`config.mk`:
```
export PLATFORM = sky130hd
export DESIGN_NAME = ps2_host_transmitter
export DESIGN_NICKNAME = d
export VERILOG_FILES = /design/src/rtl/ps2_host_transmitter.sv
export SDC_FILE = /design/constraint.sdc
export NUM_CORES = 1
export LEC_CHECK = 0
export ABC_AREA = 1
export BUFFER_PORTS_ARGS = -buffer_cell sky130_fd_sc_hd__buf_2
export CORE_MARGIN = 2
export CORE_UTILIZATION = 40
export CTS_CLUSTER_SIZE = 25
export DETAILED_ROUTE_END_ITERATION = 12
export SLEW_MARGIN = 20
export SYNTH_ARGS = -nofsm -noshare
export SYNTH_HDL_FRONTEND = slang
export SYNTH_SLANG_ARGS = --single-unit
```
`constraint.sdc`:
```
create_clock -name clk -period 1.6 [get_ports clk]
set_clock_uncertainty 0.1 [all_clocks]
set_input_delay 0.08 -clock clk [delete_from_list [all_inputs] [get_ports clk]]
set_output_delay 0.08 -clock clk [all_outputs]
set_load 0.005 [all_outputs]
```
`src/rtl/ps2_host_transmitter.sv`:
```
// PS/2 host-to-device command transmitter: request-to-send, shifts a byte out on device clock falls, checks ACK.
// Build option: define PS2_TX_ACK_CHECK_EN to turn a NACK (ACK bit sampled 1) into tx_error.
module ps2_host_transmitter #(
  parameter int INHIBIT_CYCLES = 10000,
  parameter int TIMEOUT_CYCLES = 200000,
  parameter int SYNC_STAGES    = 2
) (
  input  logic       clk,
  input  logic       reset,
  input  logic       tx_start,
  input  logic [7:0] tx_data,
  input  logic       ps2_clk_in,
  input  logic       ps2_data_in,
  output logic       ps2_clk_oe,
  output logic       ps2_data_oe,
  output logic       tx_busy,
  output logic       tx_done,
  output logic       tx_error
);

  localparam int INH_W = $clog2(INHIBIT_CYCLES + 1);
  localparam int TO_W  = $clog2(TIMEOUT_CYCLES + 1);

  typedef enum logic [2:0] {
    IDLE,
    INHIBIT,
    RTS,
    SHIFT,
    ACK,
    WAIT_IDLE
  } state_t;

  state_t                 state;
  logic [SYNC_STAGES-1:0] clk_sync;
  logic [SYNC_STAGES-1:0] data_sync;
  logic                   clk_prev;
  logic                   clk_s;
  logic                   data_s;
  logic                   fall;
  logic                   timed_out;
  logic [9:0]             shift;
  logic [3:0]             bit_cnt;
  logic [INH_W-1:0]       inh_cnt;
  logic [TO_W-1:0]        to_cnt;
`ifdef PS2_TX_ACK_CHECK_EN
  logic                   nack;
`endif

  assign clk_s     = clk_sync[SYNC_STAGES-1];
  assign data_s    = data_sync[SYNC_STAGES-1];
  assign fall      = clk_prev & ~clk_s;
  assign timed_out = (to_cnt == TO_W'(TIMEOUT_CYCLES - 1));

  // Idle PS/2 lines float high, so the synchronizers come out of reset at 1.
  always_ff @(posedge clk) begin
    if (reset) begin
      clk_sync  <= '1;
      data_sync <= '1;
      clk_prev  <= 1'b1;
    end else begin
      clk_sync  <= {clk_sync[SYNC_STAGES-2:0], ps2_clk_in};
      data_sync <= {data_sync[SYNC_STAGES-2:0], ps2_data_in};
      clk_prev  <= clk_s;
    end
  end

  always_ff @(posedge clk) begin
    if (reset) begin
      state       <= IDLE;
      ps2_clk_oe  <= 1'b0;
      ps2_data_oe <= 1'b0;
      tx_busy     <= 1'b0;
      tx_done     <= 1'b0;
      tx_error    <= 1'b0;
      shift       <= '0;
      bit_cnt     <= '0;
      inh_cnt     <= '0;
      to_cnt      <= '0;
`ifdef PS2_TX_ACK_CHECK_EN
      nack        <= 1'b0;
`endif
    end else begin
      // NOTE: pulses default low here; any branch below overrides with a later non-blocking write.
      tx_done  <= 1'b0;
      tx_error <= 1'b0;
      case (state)
        IDLE: begin
          ps2_clk_oe  <= 1'b0;
          ps2_data_oe <= 1'b0;
          if (tx_start) begin
            shift      <= {1'b1, ~^tx_data, tx_data};
            tx_busy    <= 1'b1;
            ps2_clk_oe <= 1'b1;
            inh_cnt    <= '0;
            state      <= INHIBIT;
          end
        end
        INHIBIT: begin
          if (inh_cnt == INH_W'(INHIBIT_CYCLES - 1)) begin
            ps2_data_oe <= 1'b1;
            state       <= RTS;
          end else begin
            inh_cnt <= inh_cnt + 1'b1;
          end
        end
        RTS: begin
          ps2_clk_oe <= 1'b0;
          bit_cnt    <= '0;
          to_cnt     <= '0;
          state      <= SHIFT;
        end
        SHIFT, ACK, WAIT_IDLE: begin
          to_cnt <= fall ? '0 : to_cnt + 1'b1;
          if (timed_out && !fall) begin
            ps2_clk_oe  <= 1'b0;
            ps2_data_oe <= 1'b0;
            tx_error    <= 1'b1;
            tx_busy     <= 1'b0;
            state       <= IDLE;
          end else if (state == SHIFT) begin
            if (fall) begin
              ps2_data_oe <= ~shift[0];
              shift       <= {1'b0, shift[9:1]};
              bit_cnt     <= bit_cnt + 1'b1;
              if (bit_cnt == 4'd9) state <= ACK;
            end
          end else if (state == ACK) begin
            if (fall) begin
`ifdef PS2_TX_ACK_CHECK_EN
              nack  <= data_s;
`endif
              state <= WAIT_IDLE;
            end
          end else if (clk_s && data_s) begin
`ifdef PS2_TX_ACK_CHECK_EN
            tx_done  <= ~nack;
            tx_error <= nack;
`else
            tx_done  <= 1'b1;
`endif
            tx_busy  <= 1'b0;
            state    <= IDLE;
          end
        end
        default: state <= IDLE;
      endcase
    end
  end

endmodule
```
; ---- Yosys cells after proc, flatten, opt, wreduce, memory -nomap -nowiden
; Cells that the tools add are included.
[classes]
n_addsub = 3
mul = 0
div = 0
n_lt_le_gt_ge = 0
n_eq_ne = 24
shifts = 0
n_mux = 40
bitwise = 4
n_reduce_logical = 20
[ops]
columns = operator, count
row1 = two-way mux 10 bit, 4
row2 = one-hot mux 18 bit (2 select lines), 1
row3 = two-way mux 14 bit, 2
row4 = one-hot mux 14 bit (2 select lines), 1
row5 = two-way mux 3 bit, 9
row6 = one-hot mux 10 bit (2 select lines), 1
row7 = adder 18 x 1 -> 18 bit (second input constant), 1
row8 = equality test 18 bit (second input constant), 1
row9 = two-way mux 18 bit, 1
row10 = != test 3 bit (second input constant), 5
row11 = adder 14 x 1 -> 14 bit (second input constant), 1
row12 = equality test 14 bit (second input constant), 1
row13 = != test 2 bit (second input constant), 7
row14 = two-way mux 1 bit, 13
row15 = two-way mux 4 bit, 3
row16 = != test 4 bit (second input constant), 3
row17 = one-hot mux 3 bit (4 select lines), 1
row18 = AND reduction 5 bit, 2
row19 = one-hot mux 4 bit (2 select lines), 1
row20 = AND reduction 4 bit, 2
row21 = XNOR reduction 8 bit, 1
row22 = equality test 3 x 2 -> 1 bit (second input constant), 2
row23 = equality test 3 bit (second input constant), 2
row24 = one-hot mux 1 bit (3 select lines), 2
row25 = other kinds (18), 24
[word_totals]
regBits = 59
latch_bits = 0
ram_bits = 0
romBits = 0
in_bits = 13
out_inout_bits = 5
elab_cells = 104
n_memories = 0

; ---- Longest topological paths before layout
; Gate-level depths: netlist of run 1.
[depth]
depth_word = 7
mapped_depth = 12
mapped_depth_nobuf = 12

; ---- Least setup slack after synthesis of run 1
; No wires, ideal clock.
[synth_timing]
path_type = reg2reg
start = register to_cnt[0]
end = register shift[2]
setup_ns = 0.070
arrival_time_ns = 1.523
required_ns = 1.430
path_slack_ns = -0.093
stages_incl_launch_ff = 12
period_less_slack_ns = 1.693
path_cell_list = dfxtp_1 ha_1 nand2_1 nor2_2 nand2_1 nand3b_2 nand2_2 nand2_4 nand2_4 buf_6 nand2_1 a21oi_1
[synth_between]
elab_chain_cells = 4
[synth_lines]
columns = item, line_no
row1 = start: declaration, 44  ; logic [TO_W-1:0] to_cnt;
row2 = start signal: assignment, 113  ; to_cnt <= fall ? '0 : to_cnt + 1'b1;
row3 = equality test 18 bit, 52  ; assign timed_out = (to_cnt == TO_W'(TIMEOUT_CYCLES - 1));
row4 = logical AND 1 bit, 114  ; if (timed_out && !fall) begin
row5 = != test 2 bit (no line), n/a
row6 = AND reduction 5 bit (no line), n/a
row7 = end signal: assignment, 91  ; shift <= {1'b1, ~^tx_data, tx_data};
row8 = end signal: assignment, 123  ; shift <= {1'b0, shift[9:1]};
row9 = end: declaration, 41  ; logic [9:0] shift;
; Every way passes these cells.
; A chain may end at the register's enable or synchronous reset.

; ---- Worst setup path after layout of run 1
[layout_timing]
start = register to_cnt[1]
end = register state[2]
[layout_between]
elab_chain_cells = 4
[layout_lines]
columns = item, line_no
row1 = equality test 18 bit *, 52
row2 = logical AND 1 bit *, 114
row3 = != test 5 bit (no line) (tied with other cells), n/a
row4 = AND reduction 6 bit (no line) / one-hot mux 3 bit (4 select lines) (equally long branches), n/a
row5 = end signal: assignment, 110  ; state <= SHIFT;
row6 = end signal: assignment, 119  ; state <= IDLE;
row7 = end signal: assignment, 125  ; if (bit_cnt == 4'd9) state <= ACK;
row8 = end: declaration, 33  ; state_t state;
; Mark *: on every way between the ends. The rest lies on a longest branch, timed or not.

==> flow_summary.toml, run 1 <==
[route]
dr_total_vias = 3635
drt-total-wl_um = 9736
vias_per_cell = 5.007
drc = 0
drt-pass1-iter-count = 4
first_iter_violations = 172
wire_per_inst_um = 13.41
ant_nets = 0

[critical_path]
worst-r2r-cell-count = 10
crit-reg2reg-capture = "state[2]"
worstSetupEndpointType = "register"
r2r-start = "to_cnt[1]"
cp_max_fo = 8
worst-setup-path-type = "register to register"
worstSetupStartpointType = "register"
worst-endpoint-arrival_ns = 1.89
required_arrival_time_at_the_worst_endpoint_ns = 1.76
reg2reg_slack_ns = -0.13

[pwr]
totalPowerFinal_mw = 7.378
power_density_over_the_cells_mw_per_mm2 = 1497
vdd_ir_drop_max_mv = 0.7690
power.share.clock = 0.213
power.switching_mw = 2.992
p_leak_nw = 2.110
power.switching_fraction = 0.4055
share_seq_of_total_power = 0.259
power.internal_mw = 4.387
share_comb_of_total_power = 0.528

[clock_tree]
tritoncts = "built"
clock_buffer_count_from_cts = 9
clock_tree.htree_level_count = 3
cts-root-buf = "sky130_fd_sc_hd__clkbuf_8"
clkLatencyLatePin_ns = 0.34
clockBufferDepth = 2
clk_pin_slew_worst_paths_ns = 0.07
numClockSinks = 59

[sta]
fmax_mhz = 578.4
finalHoldViolations = 0
fin_ws_ns = -0.1289
finalCritPeriodShare = 1.081
max-slew-margin-rel = 0.7504
final_period_minus_worst_setup_slack_ns = 1.729
drv_slew = 0
worst_slew_pin_slew_ns = 0.3740
rsz0062_at_grt = "true"
whs_ns = 0.03701
timing.final.setup_violations = 30

[placement]
numPlacedInstances = 678
gp_routability_congestion = 0.8974
hpwlAfterDp_um = 6102
place_ws_ns = -0.2132
port_buffers = 17

[floorplan]
placementRows = 33
die_width_um = 95.24
fp.dieArea_mm2 = 0.009070
core_area_mm2 = 0.008134
die_h_um = 95.24
ios = 18
initial_core_util = 0.4093

[global_routing]
residual_overflow_from_global_routing = 0
grt_start_max_net_pins = 27
groute.usage.overall = 0.2002
grt_pass1_vias = 3347
antenna_violations_before_repair = 0
global_route_wire_length_before_repair_um = 14280

[cells_and_area]
antenna_cells = 0
fill_cells = 687
finalNonFillerCells = 726
area.growth.synth_to_final_pct = 47.99
final_layout_size_suffix_gt1_frac = 0.3977
finalNetCount = 633

[min_path]
hold_path_depth = 5
worst_hold_launch = "tx_data[4]"
timing.hold.worst_endpoint = "shift[4]"
hold_path.class = "input port to register"

[yosys]
syn-cell-area_mm2 = 0.003329
synth_largest_type_area_fraction = 0.3548
synth-edff-count = 0
synth_fp_nets = 513
synthDistinctLibCells = 43
postSynthAreaPerCell_um2 = 6.713
ys.warnings.count = 0
dominant_synthesized_flop_cell = "sky130_fd_sc_hd__dfxtp_1"
synth_top_cells_by_count = "144 x sky130_fd_sc_hd__nand2_1, 59 x sky130_fd_sc_hd__dfxtp_1, 54 x sky130_fd_sc_hd__nor2_1"
synth_sequential_area_ratio = 0.3548
async_reset_ff_frac = 0
synth_cells = 496
synth_area_leader_cell = "sky130_fd_sc_hd__dfxtp_1"
synth.most_common_cell = "sky130_fd_sc_hd__nand2_1"
synth.area.top_cells = "sky130_fd_sc_hd__dfxtp_1 35%, sky130_fd_sc_hd__nand2_1 16%, sky130_fd_sc_hd__nand3_1 6.3%"
number_of_storage_elements_in_the_synthesis_netlist = 59

[run]
maxCapViolCount = 0

[run_status]
violations = "negative setup slack"
status = "complete, but fails checks"
## layout make-up
cell class,count,area (um^2),share of cell area
tap,105,131.4,0.02666
clock buffer,11,151.4,0.03073
multi-input combinational,372,2225,0.4515
sequential,59,1199,0.2433
clock inverter,5,75.07,0.01524
inverter,56,247.7,0.05028
timing repair buffer,118,898.4,0.1823
## power by group through the flow
stage | clock network (mW) | registers (mW) | logic [mW]
after floorplan | 0 | 1.87 | 1.88
after global placement | 0 | 1.87 | 2.74
after detailed placement | 0 | 1.88 | 2.76
after CTS | 1.60 | 1.87 | 3.00
after global routing | 1.65 | 1.94 | 4.21
final | 1.57 | 1.91 | 3.89
## state kept, by name, indices dropped and copies added (netlist names), 2 cells and up
| signal | count |
|---|---|
| clk_sync | 2 |
| inh_cnt | 14 |
| data_sync | 2 |
| state | 3 |
| to_cnt | 18 |
| bit_cnt | 4 |
| shift | 10 |
## layout by cell type (no fill, tap or decap), types with 11 or more instances in the layout
cell                       netlist  layout
sky130_fd_sc_hd__nand2_2         5      18
sky130_fd_sc_hd__nand2_1       144     127
sky130_fd_sc_hd__buf_2           1      17
sky130_fd_sc_hd__clkbuf_8        0      11
sky130_fd_sc_hd__a21oi_2         2      12
sky130_fd_sc_hd__inv_1          47      47
sky130_fd_sc_hd__a21oi_1        39      29
sky130_fd_sc_hd__buf_4           2      88
sky130_fd_sc_hd__nand3_2         0      11
sky130_fd_sc_hd__nor2_1         54      39
sky130_fd_sc_hd__dfxtp_1        59      51
sky130_fd_sc_hd__nand3_1        42      30
## cells by family after synthesis
kind of cell,synth area share
AND/OR/NAND/NOR,0.4051
buffers and inverters,0.09207
AO/OA/AOI/OAI,0.1120
flip-flops,0.3548
XOR/XNOR,0.02105
adder cells (fa/ha/maj),0.01503
## routing by layer
layer  up-vias  wire [um]  part of all wire  track usage
met2        77       4883              0.50       0.3504
met3        18        384             0.039      0.03715
met5         -          0                 0            0
met1      1690       4282              0.44       0.2409
met4         0        186             0.019      0.07971
li1       1850          -                 -            -
## worst max-delay path by stage
stage / start / endpoint / slack (ns)
6_report: to_cnt[1] / state[2] / -0.13
5_1_grt: to_cnt[10] / state[2] / -0.25
4_1_cts: to_cnt[1] / state[2] / -0.09
3_5_place_dp: to_cnt[1] / state[2] / -0.21
3_3_place_gp: to_cnt[1] / state[2] / -0.09
2_1_floorplan: to_cnt[0] / to_cnt[16] / -0.01
## critical path: stages, from the launching register on
cell and delay, ns:
sky130_fd_sc_hd__dfxtp_2 0.36, sky130_fd_sc_hd__ha_4 0.15, sky130_fd_sc_hd__nand2_4 0.06, sky130_fd_sc_hd__nor2_4 0.12, sky130_fd_sc_hd__nand2_1 0.07, sky130_fd_sc_hd__nand3b_4 0.22, sky130_fd_sc_hd__nand3_1 0.17, sky130_fd_sc_hd__nand3_2 0.14
sky130_fd_sc_hd__nand2_1 0.11, sky130_fd_sc_hd__nand2_1 0.06, sky130_fd_sc_hd__nor2_1 0.10
## timing repair
| action | CTS | global route |
|---|---|---|
| cloned | 1 | 2 |
| pin swaps | 7 | 24 |
| setup buffers | 9 | 19 |
| hold buffers | 2 | 0 |
| resized for setup | 23 | 93 |
| setup endpoints to repair | 41 | 50 |
| endpoints found under the hold margin | 2 | 0 |
## through the flow
stage / TNS, ns / util / area (um^2)
final: -1.786 / 0.6058 / 4927
after global routing: -5.488 / 0.6058 / 4927
after CTS: -1.171 / 0.5425 / 4413
after detailed placement: -2.942 / 0.4930 / 4010
after global placement: -1.606 / 0.4930 / 4010
after floorplan: -0.01351 / - / 3344
Power figures use the tool's default switching activity.
==> run 2, diff against run 1 <==
TNS_END_PERCENT = 10   (was default)
==> run 2 against run 1 <==
Utilization decreased by 6.2 points; power decreased by 15%; die area unchanged; first-iteration DRC count decreased by 2.3%; register-to-register slack improved by 0.05 ns; the flow still finishes with violations (negative setup slack); global-route usage decreased by 0.78 points; critical path depth decreased by 1.
==> flow_summary.toml, run 2 (same netlist as run 1, synthesis figures left out) <==
[critical_path]
worstSetupStartpointType = "register"
worst-endpoint-arrival_ns = 1.85
worst-setup-path-type = "register to register"
crit_chain = "buf_6, nand3_4, nor2_4, nand3b_1, nor2_2, nand2_1, o21bai_1, nand3_1, a21oi_2"
worstSetupEndpointType = "register"
cp_max_fo = 4
cp_slowest_cell = "sky130_fd_sc_hd__dfxtp_4"
required_arrival_time_at_the_worst_endpoint_ns = 1.77
timing.critical_path.slowest_cell_delay_ns = 0.37

[route]
vias_per_cell = 4.867
wire_per_inst_um = 12.27
first_iter_violations = 168
dr_total_vias = 3358
ant_nets = 0
drc = 0
drt-total-wl_um = 8468
drt-pass1-iter-count = 5

[placement]
gp_routability_congestion = 0.8686
place_ws_ns = -0.1877
hpwlAfterDp_um = 6076
placed_cell_area_mm2 = 0.003949
numPlacedInstances = 669
port_buffers = 17

[global_routing]
grt_pass1_vias = 3083
residual_overflow_from_global_routing = 0
antenna_violations_before_repair = 0
groute.usage.overall = 0.1923
global_route_wire_length_before_repair_um = 13550
grt_start_max_net_pins = 27

[pwr]
share_comb_of_total_power = 0.511
power.switching_mw = 2.642
p_leak_nw = 1.871
power.share.clock = 0.186
share_seq_of_total_power = 0.302
power.switching_fraction = 0.4230
power.internal_mw = 3.604
vdd_ir_drop_max_mv = 0.7167
power_density_over_the_cells_mw_per_mm2 = 1412

[sta]
setup_total_negative_slack_ns = -0.6948
worst_slew_pin_slew_ns = 0.3670
fmax_mhz = 597.1
timing.final.setup_violations = 20
rsz0062_at_grt = "true"
fin_ws_ns = -0.07475
final_period_minus_worst_setup_slack_ns = 1.675
max-slew-margin-rel = 0.7534
drv_slew = 0
finalHoldViolations = 0
finalCritPeriodShare = 1.047

[run_status]
status = "complete, but fails checks"
violations = "negative setup slack"

[cells_and_area]
finalNetCount = 598
area.growth.synth_to_final_pct = 32.81
antenna_cells = 0
layout.cells.most_common = "sky130_fd_sc_hd__nand2_1"
commonest_cells_after_routing_fill_and_taps_aside = "137 x sky130_fd_sc_hd__nand2_1, 62 x sky130_fd_sc_hd__buf_4, 50 x sky130_fd_sc_hd__dfxtp_1"
final_layout_size_suffix_gt1_frac = 0.3145
finalNonFillerCells = 690
leading_registers_by_flop_count = "to_cnt x18, inh_cnt x14, shift x10"
register_ranked_first_by_flip_flop_count = "to_cnt"
largest_reg_flops = 18
layout.cell_area.non_filler_mm2 = 0.004422

[clock_tree]
tritoncts = "built"
clock_buffer_count_from_cts = 9
clk_pin_slew_worst_paths_ns = 0.06
numClockSinks = 59
clockBufferDepth = 2
cts-root-buf = "sky130_fd_sc_hd__clkbuf_8"
clkLatencyLatePin_ns = 0.34
clock_tree.htree_level_count = 3

[floorplan]
die_width_um = 95.24
core_area_mm2 = 0.008134
ios = 18
initial_core_util = 0.4093
die_h_um = 95.24
fp.dieArea_mm2 = 0.009070
placementRows = 33

[min_path]
hold_path.class = "input port to register"

[run]
maxCapViolCount = 0
==> run 2: final timing paths <==
path,startpoint,slack (ns),cells after the start,end
max,to_cnt[0],-0.07,9,to_cnt[17]
min,tx_data[5],0.03,5,shift[5]
max reg2reg,to_cnt[0],-0.07,9,to_cnt[17]
min reg2reg,data_sync[0],0.31,1,data_sync[1]
==> run 2: power groups by stage <==
stage	Clock (mW)	Combinational [mW]	Sequential [mW]
2_1_floorplan	0	1.88	1.86
3_3_place_gp	0	2.70	1.87
3_5_place_dp	0	2.74	1.87
4_1_cts	1.20	2.91	1.86
5_1_grt	1.25	3.52	1.92
6_report	1.16	3.19	1.89
==> run 2: worst max-delay path, delay by kind of cell (launching register included) <==
| kind | cells | cell delay (ns) |
|---|---|---|
| simple gates | 6 | 0.77 |
| buf+inv | 1 | 0.10 |
| flops | 1 | 0.37 |
| compound gates | 2 | 0.29 |
==> run 2: cell type report <==
type | count | area (um^2)
Clock buffer | 12 | 145.1
Clock inverter | 3 | 15.01
Fill cell | 787 | 3712
Tap cell | 105 | 131.4
Sequential cell | 59 | 1200
Inverter | 56 | 227.7
Timing Repair Buffer | 85 | 624.3
Multi-Input combinational cell | 370 | 2078
==> run 2: timing repair <==
| item | in CTS | in global routing |
|---|---|---|
| resized for setup | 26 | 49 |
| setup endpoints to repair | 37 | 48 |
| hold buffers | 2 | 0 |
| buffers inserted | 2 | 1 |
| endpoints found under the hold margin | 2 | 0 |
| pin swaps | 13 | 17 |
| cloned | 0 | 1 |
==> run 2: through the flow <==
stage | power [mW] | hold WS, ns | utilization
4_1_cts | 5.971 | 0.01350 | 0.5215
2_1_floorplan | 3.744 | 0.08381 | -
6_report | 6.245 | 0.02825 | 0.5436
5_1_grt | 6.689 | 0.03965 | 0.5436
3_5_place_dp | 4.612 | 0.1688 | 0.4855
3_3_place_gp | 4.570 | 0.1682 | 0.4855
==> run 2: per-layer routing <==
| metal | routed length [um] | track usage | vias up |
|---|---|---|---|
| met5 | 0 | 0 | - |
| met1 | 4003 | 0.2379 | 1516 |
| met2 | 4072 | 0.3245 | 62 |
| met4 | 81 | 0.05676 | 0 |
| li1 | - | - | 1772 |
| met3 | 311 | 0.05455 | 8 |
